<file path="src/rtl/pkt_router_pkg.sv">
// ---------------------------------------------------------------------------
// pkt_router_pkg
// Shared definitions for the 4-port packet router and its source-side merger.
//   - Packet field positions for the 20-bit {src, dest, payload} format.
//   - Merger FSM state encoding.
// ---------------------------------------------------------------------------
package pkt_router_pkg;

  localparam int SRC_MSB   = 19;
  localparam int SRC_LSB   = 18;
  localparam int DEST_MSB  = 17;
  localparam int DEST_LSB  = 16;
  localparam int PAYLOAD_W = 16;
  localparam int PKT_W     = 20;
  localparam int NUM_PORTS = 4;

  // Width of the post-packet idle counter (GAP_CYCLES is 0..7).
  localparam int GAP_W     = 3;

  typedef enum logic [1:0] {
    ST_IDLE = 2'd0,
    ST_SEND = 2'd1,
    ST_GAP  = 2'd2
  } state_e;

endpackage

</file>
<file path="src/rtl/rr_arbiter4.sv">
// ---------------------------------------------------------------------------
// rr_arbiter4
// Combinational round-robin picker for four requesters. The search starts
// at (last_grant_i + 1) mod 4 and wraps, so the most recently served port
// has the lowest priority.
// Ports:
//   req_i        [3:0]  request vector, bit i = requester i
//   last_grant_i [1:0]  index granted most recently
//   gnt_idx_o    [1:0]  selected requester (0 when no request)
//   any_req_o           at least one request is pending
// ---------------------------------------------------------------------------
module rr_arbiter4 (
  input  logic [3:0] req_i,
  input  logic [1:0] last_grant_i,
  output logic [1:0] gnt_idx_o,
  output logic       any_req_o
);

  logic [1:0] idx;
  logic       found;

  always_comb begin
    gnt_idx_o = 2'd0;
    found     = 1'b0;
    idx       = 2'd0;
    for (int k = 1; k <= 4; k++) begin
      idx = last_grant_i + 2'(k);
      if (!found && req_i[idx]) begin
        gnt_idx_o = idx;
        found     = 1'b1;
      end
    end
  end

  assign any_req_o = |req_i;

endmodule

</file>
<file path="src/rtl/pkt_merger4.sv">
// ---------------------------------------------------------------------------
// pkt_merger4
// Source-side transmitter feeding the 4-port router. Four producer ports
// each hold at most one 16-bit payload plus a 2-bit destination; a
// round-robin grant turns one held payload into a 20-bit packet
// {src, dest, payload}. After each packet the merger spends GAP_CYCLES
// idle cycles so the router is never overrun, and it only starts a new
// packet from IDLE when the downstream busy is low.
//
// Handshake: a producer transfer happens on a rising edge where
// in_valid[i] && in_ready[i]; in_ready[i] is simply "holding slot i empty".
// packet_valid is a one-cycle strobe with no backpressure; Data_packet holds
// its last value between strobes.
//
// Optional feature (macro PKT_MERGER_STATS_EN): adds sent_count, four
// CNT_W-bit wrapping counters of packets emitted per source port.
//
// Ports:
//   clk, rst           clock (rising edge), asynchronous active-low reset
//   in_valid/in_ready  per-port producer handshake
//   in_data            port i payload on [16i+15:16i]
//   in_dest            port i destination on [2i+1:2i]
//   busy               downstream busy, looked at only in IDLE
//   packet_valid       registered one-cycle packet strobe
//   Data_packet        registered packet {src, dest, payload}
//   merger_idle        IDLE with nothing held
//   dbg_state          current FSM state
//   sent_count         per-port packet counters (optional feature only)
// ---------------------------------------------------------------------------
module pkt_merger4
  import pkt_router_pkg::*;
#(
  parameter int GAP_CYCLES = 1,
  parameter int CNT_W      = 16
) (
  input  logic                           clk,
  input  logic                           rst,
  input  logic [NUM_PORTS-1:0]           in_valid,
  input  logic [NUM_PORTS*PAYLOAD_W-1:0] in_data,
  input  logic [NUM_PORTS*2-1:0]         in_dest,
  output logic [NUM_PORTS-1:0]           in_ready,
  input  logic                           busy,
  output logic                           packet_valid,
  output logic [PKT_W-1:0]               Data_packet,
  output logic                           merger_idle,
  output state_e                         dbg_state
`ifdef PKT_MERGER_STATS_EN
  ,
  output logic [NUM_PORTS*CNT_W-1:0]     sent_count
`endif
);

  state_e                                state_q, state_d;
  logic [NUM_PORTS-1:0]                  hold_valid_q, hold_valid_d;
  logic [NUM_PORTS-1:0][PAYLOAD_W-1:0]   hold_data_q, hold_data_d;
  logic [NUM_PORTS-1:0][1:0]             hold_dest_q, hold_dest_d;
  logic [1:0]                            last_grant_q, last_grant_d;
  logic [1:0]                            grant_q, grant_d;
  logic                                  pv_q, pv_d;
  logic [PKT_W-1:0]                      pkt_q, pkt_d;
  logic [GAP_W-1:0]                      gap_q, gap_d;

  logic [NUM_PORTS-1:0]                  capture;
  logic [NUM_PORTS-1:0]                  clear_mask;
  logic [1:0]                            gnt_idx;
  logic                                  any_req;
  logic                                  launch;

  rr_arbiter4 u_arb (
    .req_i        (hold_valid_q),
    .last_grant_i (last_grant_q),
    .gnt_idx_o    (gnt_idx),
    .any_req_o    (any_req)
  );

  assign in_ready     = ~hold_valid_q;
  assign capture      = in_valid & in_ready;
  assign launch       = (state_q == ST_IDLE) && any_req && !busy;
  assign packet_valid = pv_q;
  assign Data_packet  = pkt_q;
  assign merger_idle  = (state_q == ST_IDLE) && (hold_valid_q == '0);
  assign dbg_state    = state_q;

  // ---------------- state register ----------------
  always_ff @(posedge clk or negedge rst) begin
    if (!rst) state_q <= ST_IDLE;
    else      state_q <= state_d;
  end

  // ---------------- next-state logic ----------------
  always_comb begin
    state_d = state_q;
    case (state_q)
      ST_IDLE: if (launch) state_d = ST_SEND;
      ST_SEND: state_d = (GAP_CYCLES == 0) ? ST_IDLE : ST_GAP;
      // gap_q <= 1 also covers a counter that somehow reached 0.
      ST_GAP:  if (gap_q <= GAP_W'(1)) state_d = ST_IDLE;
      default: state_d = ST_IDLE;
    endcase
  end

  // ---------------- output / datapath next values ----------------
  always_comb begin
    pv_d         = 1'b0;
    pkt_d        = pkt_q;
    grant_d      = grant_q;
    last_grant_d = last_grant_q;
    gap_d        = gap_q;
    clear_mask   = '0;
    case (state_q)
      ST_IDLE: begin
        if (launch) begin
          pv_d    = 1'b1;
          pkt_d   = {gnt_idx, hold_dest_q[gnt_idx], hold_data_q[gnt_idx]};
          grant_d = gnt_idx;
        end
      end
      ST_SEND: begin
        // Slot is freed only now, so the granted port cannot refill
        // during its own SEND cycle.
        clear_mask[grant_q] = 1'b1;
        last_grant_d        = grant_q;
        gap_d               = GAP_W'(GAP_CYCLES);
      end
      ST_GAP: begin
        gap_d = gap_q - GAP_W'(1);
      end
      default: ;
    endcase
  end

  // Holding slots: clear and capture never hit the same port in one cycle
  // because capture requires the slot to already be empty.
  always_comb begin
    hold_valid_d = (hold_valid_q & ~clear_mask) | capture;
    hold_data_d  = hold_data_q;
    hold_dest_d  = hold_dest_q;
    for (int i = 0; i < NUM_PORTS; i++) begin
      if (capture[i]) begin
        hold_data_d[i] = in_data[PAYLOAD_W*i +: PAYLOAD_W];
        hold_dest_d[i] = in_dest[2*i +: 2];
      end
    end
  end

  always_ff @(posedge clk or negedge rst) begin
    if (!rst) begin
      hold_valid_q <= '0;
      hold_data_q  <= '0;
      hold_dest_q  <= '0;
      last_grant_q <= 2'd3;   // port 0 wins first after reset
      grant_q      <= 2'd0;
      pv_q         <= 1'b0;
      pkt_q        <= '0;
      gap_q        <= '0;
    end else begin
      hold_valid_q <= hold_valid_d;
      hold_data_q  <= hold_data_d;
      hold_dest_q  <= hold_dest_d;
      last_grant_q <= last_grant_d;
      grant_q      <= grant_d;
      pv_q         <= pv_d;
      pkt_q        <= pkt_d;
      gap_q        <= gap_d;
    end
  end

`ifdef PKT_MERGER_STATS_EN
  logic [NUM_PORTS-1:0][CNT_W-1:0] cnt_q, cnt_d;

  always_comb begin
    cnt_d = cnt_q;
    if (state_q == ST_SEND) cnt_d[grant_q] = cnt_q[grant_q] + CNT_W'(1);
  end

  always_ff @(posedge clk or negedge rst) begin
    if (!rst) cnt_q <= '0;
    else      cnt_q <= cnt_d;
  end

  assign sent_count = cnt_q;
`endif

endmodule
</file>
<file path="config.mk">
export PLATFORM = sky130hd
export DESIGN_NAME = pkt_merger4
export DESIGN_NICKNAME = d
export VERILOG_FILES = /design/src/rtl/pkt_router_pkg.sv /design/src/rtl/rr_arbiter4.sv /design/src/rtl/pkt_merger4.sv
export SDC_FILE = /design/constraint.sdc
export NUM_CORES = 1
export LEC_CHECK = 0
export ABC_AREA = 1
export ABC_CLOCK_PERIOD_IN_PS = 2190
export BUFFER_PORTS_ARGS = -buffer_cell sky130_fd_sc_hd__buf_4
export CELL_PAD_IN_SITES_DETAIL_PLACEMENT = 2
export CELL_PAD_IN_SITES_GLOBAL_PLACEMENT = 2
export CORE_MARGIN = 5
export CORE_UTILIZATION = 31
export CTS_CLUSTER_SIZE = 25
export DETAILED_ROUTE_END_ITERATION = 10
export PLACE_DENSITY = 0.78
export SYNTH_ARGS = -nofsm -noshare
export SYNTH_HDL_FRONTEND = slang
export SYNTH_HIERARCHICAL = 1
export SYNTH_SLANG_ARGS = --single-unit
</file>
<file path="constraint.sdc">
create_clock -name clk -period 2.19 [get_ports clk]
set_clock_uncertainty 0.1 [all_clocks]
set_input_delay 0.219 -clock clk [delete_from_list [all_inputs] [get_ports clk]]
set_output_delay 0.219 -clock clk [all_outputs]
set_load 0.005 [all_outputs]
</file>
==> results of run 1 <==
==> cell usage in the layout, fill, tap and decap left out, types with 5 or more instances in the layout <==
master	n
nand2_1	231
nor2_1	39
o21ai_0	9
nand2_2	23
nand3_1	71
ha_1	5
a21oi_1	39
inv_1	50
clkbuf_16	9
nand2_4	7
dlygate4sd3_1	18
dfrtp_1	102
buf_4	124
nand3_2	10
==> state kept, by name, indices dropped and copies added (netlist names) <==
register / count
hold_data_q: 64
Data_packet: 18
hold_dest_q: 8
hold_valid_q: 4
gap_q: 3
dbg_state: 2
grant_q: 2
last_grant_q: 2
packet_valid: 1
==> report_power, final <==
| part | switching, mW | internal, mW |
|---|---|---|
| Combinational | 4.15 | 2.50 |
| Clock | 0.781 | 0.779 |
| Sequential | 0.555 | 2.83 |
| Total | 5.48 | 6.11 |
==> kinds of logic after synthesis <==
| logic type | after synthesis |
|---|---|
| and+or+nand+nor | 391 |
| adders and majority gates | 5 |
| buffers and inverters | 88 |
| AOI/OAI and AO/OA | 53 |
| DFF | 104 |
==> stage by stage <==
step	hold WS (ns)	instance area, sq um
5_1_grt	0.0169	6720
4_1_cts	0.000444	6650
3_3_place_gp	0.0732	6080
2_1_floorplan	-0.177	5070
6_report	0.00272	6720
3_5_place_dp	0.0679	6080
==> timing repair <==
| action | CTS | global route |
|---|---|---|
| endpoints found under the setup margin | 19 | 19 |
| endpoints found under the hold margin | 42 | 0 |
| resized for setup | 18 | 17 |
| buffers inserted | 7 | 2 |
| pin swaps | 5 | 4 |
| hold buffers | 18 | 0 |
==> metal layers <==
| layer | vias up | part of all wire [%] |
|---|---|---|
| met5 | - | 0 |
| met4 | 0 | 1.5 |
| met3 | 17 | 3.7 |
| met2 | 79 | 49 |
| met1 | 2321 | 46 |
| li1 | 2256 | - |
==> synthesized netlist by cell type <==
library cell	instances	share of area (%)
buf_2	17	1.7
nand2_2	12	1.5
o21ai_0	12	1.2
dfrtp_1	102	50
nand3_2	3	0.59
buf_4	9	1.3
inv_2	3	0.22
nor3_1	2	0.20
nand2_4	6	1.3
nor2_4	2	0.44
nand2_1	243	18
a31oi_1	1	0.12
clkbuf_1	2	0.15
nor2_1	39	2.9
a21oi_1	39	3.8
nand3b_1	1	0.15
nand4_1	2	0.25
buf_6	4	0.89
nand3_4	1	0.35
inv_6	1	0.17
nand3_1	78	7.7
ha_1	5	1.2
inv_1	52	3.8
nor2_8	1	0.39
o21ai_1	1	0.099
dfstp_2	2	1.0
nor3b_1	1	0.15
==> path summary, 6_finish.rpt <==
| check | start | end | slack (ns) | cells after the start |
|---|---|---|---|---|
| worst max register to register | last_grant_q[0] | Data_packet[13] | -0.07 | 16 |
| worst min register to register | hold_data_q[20] | hold_data_q[20] | 0.37 | 2 |
| worst max-delay path | last_grant_q[0] | Data_packet[13] | -0.07 | 16 |
| min in group asynchronous | rst | hold_dest_q[7] | 0.23 | 2 |
| max in group asynchronous | rst | hold_data_q[9] | 1.09 | 3 |
| worst min-delay path | in_data[41] | hold_data_q[41] | 0.003 | 3 |
==> worst max-delay path, cell delays in order (launching register included) <==
cell,delay [ns]
dfstp_2,0.64
buf_6,0.14
nand2_1,0.06
nand2_2,0.12
nand2_2,0.07
nand2_4,0.10
nand3_2,0.08
nand2_1,0.08
nand3_2,0.09
nand2_4,0.12
inv_4,0.06
buf_12,0.15
nand2_2,0.07
nand3_2,0.09
nand2_1,0.09
nand2_1,0.06
nand2_1,0.08
==> area by class of cell <==
| class | instances | area [sq um] |
|---|---|---|
| fillers | 1846 | 9220 |
| flip-flops and latches | 104 | 2610 |
| multi-input cells | 449 | 2120 |
| repair buffers | 149 | 1220 |
| well taps | 216 | 270 |
| clock buffers | 9 | 225 |
| inverters | 56 | 218 |
| clock inverters | 7 | 56.3 |
==> results.py, run 1 <==
metrics = {
    "clock_network": {
        "cts_buffer_depth": 2,
        "cts_num_sinks": 104,
        "cts_root_buf": "clkbuf_16",
        "path_clk_slew_ns": 0.07,
        "cts_buffers": 9,
        "tritoncts": "done",
        "clk_latency_ns": 0.36,
        "htreeDepth": 3,
    },
    "floorplanning": {
        "dieArea_sq_um": 19000,
        "rows": 46,
        "ios": 107,
        "fp.dieW_um": 138,
        "start_util_pct": 31.8,
        "dieHeight_um": 138,
        "coreArea_sq_um": 15900,
    },
    "hold_path": {
        "hold_path_class": "in -> reg",
    },
    "layout": {
        "drive_above_1_share_pct": 25.8,
        "layout.nets": 853,
        "fin_util_pct": 42.2,
        "syn_to_final_growth_pct": 32.5,
        "final_cells": 990,
        "diodes": 0,
    },
    "setup_path": {
        "criticalPathCategory": "reg -> reg",
        "start_kind": "register",
        "cp_max_fo": 15,
        "cp-end-kind": "register",
        "required_ns": 2.39,
        "crit_arrival_ns": 2.46,
    },
    "outcome": {
        "outcome": "finished, violations left",
        "violations": "setup timing",
    },
    "global_routing": {
        "grt_util_met2_pct": 31.5,
        "track_usage_pct": 18.9,
        "grt_pass1_vias": 5221,
        "grt_max_degree": 64,
        "grt_overflow": 0,
        "met3_usage_pct": 2.83,
        "grt_pass1_wl_mm": 27.9,
        "top_usage_layer": "met2",
        "met1_usage_pct": 25.4,
        "antenna_found_initial": 0,
    },
    "sta": {
        "fmax_mhz": 443,
        "setup_violations": 18,
        "fin_crit_sh_pct": 103,
        "rsz0062_at_grt": "true",
        "slew_violations": 0,
        "fin_setup_tns_ns": -0.534,
        "worstMarginPinSlew_ns": 0.545,
        "maxSlewHeadroom_pct": 63.6,
        "finalHoldViolCount": 0,
        "fin_ws_ns": -0.0670,
        "period_minus_slack_ns": 2.26,
    },
    "synth": {
        "synth_cell_types": 27,
        "synth-xor-area-share_pct": 0,
        "yosysWarnings": 6,
        "syn_area_per_cell_sq_um": 7.92,
        "yosys.area_share.adder_pct": 1.23,
        "syn_nets": 725,
        "syn_area_sq_um": 5070,
        "synth_top_family_by_area": "simple AND/OR/NAND/NOR gates",
        "yosysSeqAreaShare_pct": 51.3,
        "synth-seq-cells": 104,
        "syn_inst": 641,
        "synthSimpleGateAreaFrac_pct": 33.9,
        "synthMuxAreaShare_pct": 0,
        "synth-compound-area-share_pct": 5.25,
    },
    "power_and_ir_drop": {
        "irDropWorstVdd_uv": 782,
        "power.density_nw_per_um2": 1720,
        "p_leak_nw": 3.59,
        "power_mw": 11.6,
    },
    "placement": {
        "gp_congestion": 0.880,
        "dp_hpwl_mm": 12.6,
        "placed_cells": 947,
        "portBuffers": 106,
        "post-place-ws_ns": -0.136,
    },
    "detailed_routing": {
        "wirelength_mm": 17.4,
        "avgRoutedWirePerCell_um": 17.5,
        "drt_iter0_markers": 198,
        "vias": 4673,
        "drc": 0,
        "detail_route.vias_per_cell": 4.72,
        "drtPass1Iterations": 5,
        "ant_nets": 0,
    },
    "flow_run": {
        "drv_cap": 0,
    },
}
No activity file was read; power rests on OpenSTA's default activity.
==> run 2: changes to the inputs <==
Settings changed: HOLD_SLACK_MARGIN from default to 0.05.
==> run 2 against run 1 <==
  * The flow still finishes with violations (setup timing)
  * Sequential cell count stayed put
  * Maximum frequency rose by 0.78%
  * Core utilization rose by 3.7 points
  * First-iteration DRC count rose by 14%
  * Die area did not move
  * Clock power is essentially flat
  * Final cell count increased by 5.4%
  * Hold slack improved by 0.054 ns
  * Largest power group unchanged
==> results.py, run 2 (synthesis results as in run 1) <==
metrics = {
    "layout": {
        "syn_to_final_growth_pct": 44.1,
        "layout.nets": 906,
        "layout_commonest_cell": "nand2_1",
        "max_flop_register": "hold_data_q",
        "diodes": 0,
        "fin_util_pct": 45.8,
        "drive_above_1_share_pct": 26.1,
        "most-common-layout-cells": "nand2_1 (224), buf_4 (124), dfrtp_1 (102), dlygate4sd3_1 (70), nand3_1 (64)",
        "largest_reg_flops": 64,
    },
    "placement": {
        "dp_hpwl_mm": 12.6,
        "gp_congestion": 0.880,
        "portBuffers": 106,
    },
    "detailed_routing": {
        "drc": 0,
        "ant_nets": 0,
        "vias": 4950,
        "detail_route.vias_per_cell": 4.75,
        "drt_iter0_markers": 225,
        "avgRoutedWirePerCell_um": 18.8,
        "drtPass1Iterations": 4,
        "wirelength_mm": 19.6,
    },
    "global_routing": {
        "grt_pass1_wl_mm": 30.7,
        "antenna_found_initial": 0,
        "track_usage_pct": 21.0,
        "grt_max_degree": 64,
        "grt_pass1_vias": 5660,
        "grt_overflow": 0,
    },
    "power_and_ir_drop": {
        "irDropWorstVdd_uv": 819,
        "p_leak_nw": 3.84,
        "power.density_nw_per_um2": 1650,
        "power_mw": 12.1,
    },
    "setup_path": {
        "start_kind": "register",
        "crit_arrival_ns": 2.44,
        "required_ns": 2.39,
        "cp_max_fo": 15,
        "cp-end-kind": "register",
        "criticalPathCategory": "reg -> reg",
    },
    "clock_network": {
        "cts_buffers": 9,
        "htreeDepth": 3,
        "clk_latency_ns": 0.35,
        "path_clk_slew_ns": 0.07,
        "tritoncts": "done",
        "cts_root_buf": "clkbuf_16",
        "cts_num_sinks": 104,
        "cts_buffer_depth": 2,
    },
    "floorplanning": {
        "dieHeight_um": 138,
        "dieArea_sq_um": 19000,
        "coreArea_sq_um": 15900,
        "rows": 46,
        "start_util_pct": 31.8,
        "fp.dieW_um": 138,
        "ios": 107,
    },
    "sta": {
        "finalHoldViolCount": 0,
        "fmax_mhz": 447,
        "maxSlewHeadroom_pct": 60.4,
        "rsz0062_at_grt": "true",
        "setup_violations": 13,
        "worstMarginPinSlew_ns": 0.592,
        "slew_violations": 0,
        "fin_crit_sh_pct": 102,
        "fin_ws_ns": -0.0495,
        "period_minus_slack_ns": 2.24,
    },
    "outcome": {
        "violations": "setup timing",
        "outcome": "finished, violations left",
    },
    "hold_path": {
        "hold_path_class": "in -> reg",
    },
    "flow_run": {
        "drv_cap": 0,
    },
}
[run 2: power breakdown]
group,leakage [nW],internal [mW],switching [mW]
registers,1.22,2.83,0.570
clock network,0.124,0.780,0.785
logic,2.49,2.67,4.43
[run 2: worst max-delay path, stage by stage, from the launching register on]
cell	delay, ns
dfstp_2	0.62
buf_6	0.14
nand2_1	0.06
nand2_2	0.10
nand2_1	0.09
o21ai_0	0.12
nand4_1	0.19
nand2_4	0.15
inv_4	0.06
buf_12	0.15
nand2_2	0.06
nand3_2	0.08
nand2_2	0.09
nand2_1	0.06
nand2_1	0.08
[run 2: final timing paths]
check / startpoint / end / slack, ns / cells after the start
max in group asynchronous: rst / hold_data_q[9] / 1.07 / 3
worst max-delay path: last_grant_q[0] / Data_packet[13] / -0.05 / 14
worst max register to register: last_grant_q[0] / Data_packet[13] / -0.05 / 14
worst min register to register: hold_data_q[20] / hold_data_q[20] / 0.37 / 2
min in group asynchronous: rst / hold_dest_q[7] / 0.23 / 2
worst min-delay path: in_dest[4] / hold_dest_q[4] / 0.06 / 3
[run 2: repair_timing]
action,4_1_cts,5_1_grt
gates cloned,0,0
hold endpoints to repair,100,0
hold buffers,70,0
resized for setup,18,33
endpoints found under the setup margin,19,19
buffers inserted,7,3
pin swaps,5,2
[run 2: layer usage]
metal	GRT usage, %	vias to the layer above	share of wire, %
met1	26.8	2463	43
li1	-	2359	-
met3	3.08	20	3.6
met2	36.6	108	51
met5	0	-	0
met4	6.59	0	1.5
[run 2: per-stage QoR]
stage	worst slack [ns]	setup TNS (ns)	instances	hold WS [ns]	cell area, sq um
finish	-0.0495	-0.305	1043	0.0563	7310
global route	-0.140	-2.00	1043	0.0779	7310
CTS	-0.0151	-0.0437	1040	0.0509	7170
detailed placement	-0.136	-1.51	947	0.0679	6080
global placement	0.0436	0	947	0.0732	6080
floorplan	0.197	0	641	-0.177	5070
[run 2: cell type report]
type | count | area [sq um]
inverter | 56 | 218
clock inverter | 7 | 56.3
sequential | 104 | 2610
multi-input combinational | 449 | 2180
timing repair buffer | 202 | 1760
clock buffer | 9 | 225
fill | 1794 | 8630
tap | 216 | 270
==> run 3: changes to the inputs <==
Settings changed: CORE_UTILIZATION 31 to 34, SYNTH_HIERARCHICAL 1 to default.
==> run 3 against run 2 <==
  * The run still ends with setup timing left
  * Synthesized cell count decreased by 26%
  * Sequential power increased by 7.9%
  * Hold slack improved by 0.13 ns
  * Maximum frequency decreased by 2.6%
  * Final area decreased by 0.21%
  * Non-clock buffer count increased by 5
  * Worst setup slack got worse by 0.059 ns
  * Combinational power increased by 7.5%
  * Critical path type unchanged
  * Largest power group unchanged
==> results.py, run 3 <==
metrics = {
    "setup_path": {
        "required_ns": 2.33,
        "start_kind": "register",
        "critical-path-top-delay-family": "simple AND/OR/NAND/NOR gates",
        "r2r_slack_ns": -0.11,
        "r2r-end": "Data_packet[17]",
        "slowest_stage": "dfstp_2",
        "worst_path_most_repeated_cell": "nand2_1",
        "slowest_delay_ns": 0.59,
        "reg2reg_depth": 14,
        "rr_startpoint": "last_grant_q[0]",
        "crit_chain": "inv_4, nand2_1, nand2_1, nand2_4, nand2_4, o21bai_1, nand2_1, nand2_4, nand2_4, buf_12, nand2_1, nand3_1, nand3_1, nand2_1",
        "cp-end-kind": "register",
        "cp_max_fo": 14,
        "crit_buf_inv": 2,
        "criticalPathCategory": "reg -> reg",
        "crit_arrival_ns": 2.44,
    },
    "global_routing": {
        "grt_util_met2_pct": 43.0,
        "met1_usage_pct": 27.7,
        "top_usage_layer": "met2",
        "antenna_found_initial": 0,
        "grt_pass1_wl_mm": 31.8,
        "grt_overflow": 0,
        "met3_usage_pct": 2.87,
        "grt_pass1_vias": 5356,
        "grt_max_degree": 48,
        "track_usage_pct": 23.2,
    },
    "floorplanning": {
        "dieArea_sq_um": 17200,
        "dieHeight_um": 131,
        "start_util_pct": 34.5,
        "ios": 107,
        "rows": 44,
        "coreArea_sq_um": 14500,
        "fp.dieW_um": 131,
    },
    "hold_path": {
        "hold_path_class": "in -> reg",
        "holdPathStages": 3,
        "min_to": "packet_valid",
        "hp-start": "busy",
    },
    "power_and_ir_drop": {
        "p_sw_mw": 6.00,
        "power.density_nw_per_um2": 1800,
        "switching_share_pct": 45.7,
        "power_frac_seq_pct": 27.9,
        "p_clk_share_pct": 13.9,
        "internal_power_mw": 7.12,
        "irDropWorstVdd_uv": 679,
        "pwr-share-comb_pct": 58.2,
        "p_leak_nw": 3.46,
    },
    "layout": {
        "drive_above_1_share_pct": 38.8,
        "layout.nets": 757,
        "diodes": 0,
        "syn_to_final_growth_pct": 45.9,
        "fin_util_pct": 50.4,
        "layout_commonest_cell": "buf_4",
        "fillers": 1445,
        "max_flop_register": "hold_data_q",
        "most-common-layout-cells": "buf_4 (123), dfrtp_1 (102), nand2_1 (99), nand3_1 (89), dlygate4sd3_1 (73)",
        "largest_reg_flops": 64,
    },
    "synth": {
        "synth_top_cell_by_area": "dfrtp_1",
        "synth-seq-cells": 104,
        "yosysSeqAreaShare_pct": 52.1,
        "synth_cell_types": 31,
        "yosys_most_used_dff": "dfrtp_1",
        "syn_inst": 476,
        "yosys-top-cells-area": "dfrtp_1 (51%), mux2_2 (16%), nand3_1 (9.6%)",
        "syn_nets": 562,
        "synthDominantCellAreaShare_pct": 51.0,
        "yosys-top-cells-count": "nand2_1 (106), dfrtp_1 (102), nand3_1 (96), mux2_2 (72), inv_1 (14)",
        "yosysWarnings": 0,
        "async_flop_share_pct": 100,
        "yosysMostFrequentCell": "nand2_1",
        "syn_area_per_cell_sq_um": 10.5,
        "syn_area_sq_um": 5000,
        "synth-edff-count": 0,
    },
    "placement": {
        "post-place-ws_ns": -0.116,
        "portBuffers": 106,
        "dp_hpwl_mm": 11.6,
        "gp_congestion": 0.805,
    },
    "sta": {
        "fin_crit_sh_pct": 105,
        "setup_violations": 18,
        "rsz0062_at_grt": "true",
        "worstMarginPinSlew_ns": 0.682,
        "fin_ws_ns": -0.108,
        "fmax_mhz": 435,
        "slew_violations": 0,
        "finalHoldViolCount": 0,
        "period_minus_slack_ns": 2.30,
        "maxSlewHeadroom_pct": 54.6,
    },
    "detailed_routing": {
        "drtPass1Iterations": 4,
        "drc": 0,
        "ant_nets": 0,
        "wirelength_mm": 21.0,
        "detail_route.vias_per_cell": 5.26,
        "avgRoutedWirePerCell_um": 24.4,
        "drt_iter0_markers": 207,
        "vias": 4519,
    },
    "clock_network": {
        "clk_latency_ns": 0.36,
        "path_clk_slew_ns": 0.07,
        "cts_buffer_depth": 2,
        "tritoncts": "done",
        "htreeDepth": 3,
        "cts_root_buf": "clkbuf_16",
        "cts_buffers": 9,
        "cts_num_sinks": 104,
    },
    "outcome": {
        "outcome": "finished, violations left",
        "violations": "setup timing",
    },
    "flow_run": {
        "drv_cap": 0,
    },
}
[run 3: repair_timing]
item                       4_1_cts  5_1_grt
gates cloned                     0        1
setup buffers                    6        0
resized for setup                9       16
hold endpoints to repair       117        0
setup endpoints to repair       19       19
pin swaps                        3        6
hold buffers                    73        0
[run 3: kinds of logic after synthesis]
| logic type | Yosys count | share of synthesized area [%] |
|---|---|---|
| buffers and inverters | 40 | 5.05 |
| AO/OA/AOI/OAI | 20 | 2.75 |
| multiplexers | 72 | 16.2 |
| AND/OR/NAND/NOR | 233 | 22.1 |
| adder cells (fa/ha/maj) | 7 | 1.75 |
| flip-flops | 104 | 52.1 |
[run 3: worst min-delay path, delay by kind of cell]
family	cells	cell delay, ns
simple gates	1	0.06
buf+inv	2	0.29
[run 3: power by group through the flow]
stage               clock [mW]  sequential, mW  combinational [mW]
floorplan                    0            3.33                4.36
global placement             0            3.53                5.98
detailed placement           0            3.59                6.28
CTS                       1.82            3.58                6.84
global route              1.93            3.75                8.21
finish                    1.82            3.67                7.63
[run 3: worst max path at each step]
stage / startpoint / endpoint / cells after the start / slack [ns]
2_1_floorplan: last_grant_q[1] / Data_packet[0] / 14 / 0.21
6_report: last_grant_q[0] / Data_packet[17] / 14 / -0.11
3_5_place_dp: last_grant_q[1] / Data_packet[3] / 11 / -0.12
5_1_grt: last_grant_q[0] / Data_packet[17] / 14 / -0.20
4_1_cts: last_grant_q[0] / Data_packet[1] / 11 / 0.002
3_3_place_gp: last_grant_q[1] / Data_packet[5] / 11 / 0.01
[run 3: area by class of cell]
class	count	area [sq um]	share of cell area (%)
flip-flops and latches	104	2610	35.7
repair buffers	207	1840	25.3
inverters	17	68.8	0.943
clock buffers	12	256	3.52
clock inverters	3	65.1	0.892
multi-input cells	332	2220	30.5
well taps	184	230	3.16
[run 3: per-stage QoR]
| step | instance area, sq um | power, mW | setup TNS [ns] | instances | hold WS (ns) |
|---|---|---|---|---|---|
| floorplan | 5000 | 7.69 | 0 | 476 | -0.177 |
| global placement | 6070 | 9.51 | 0 | 764 | 0.182 |
| detailed placement | 6070 | 9.87 | -1.72 | 764 | 0.186 |
| CTS | 7210 | 12.2 | 0 | 858 | 0.152 |
| global route | 7290 | 13.9 | -2.92 | 859 | 0.190 |
| finish | 7290 | 13.1 | -1.33 | 859 | 0.188 |
[run 3: per-layer routing]
metal  up-vias  part of all wire (%)
met3        35                   2.9
met2       113                    54
met4         0                   2.6
met1      2372                    40
li1       1999                     -
met5         -                     0
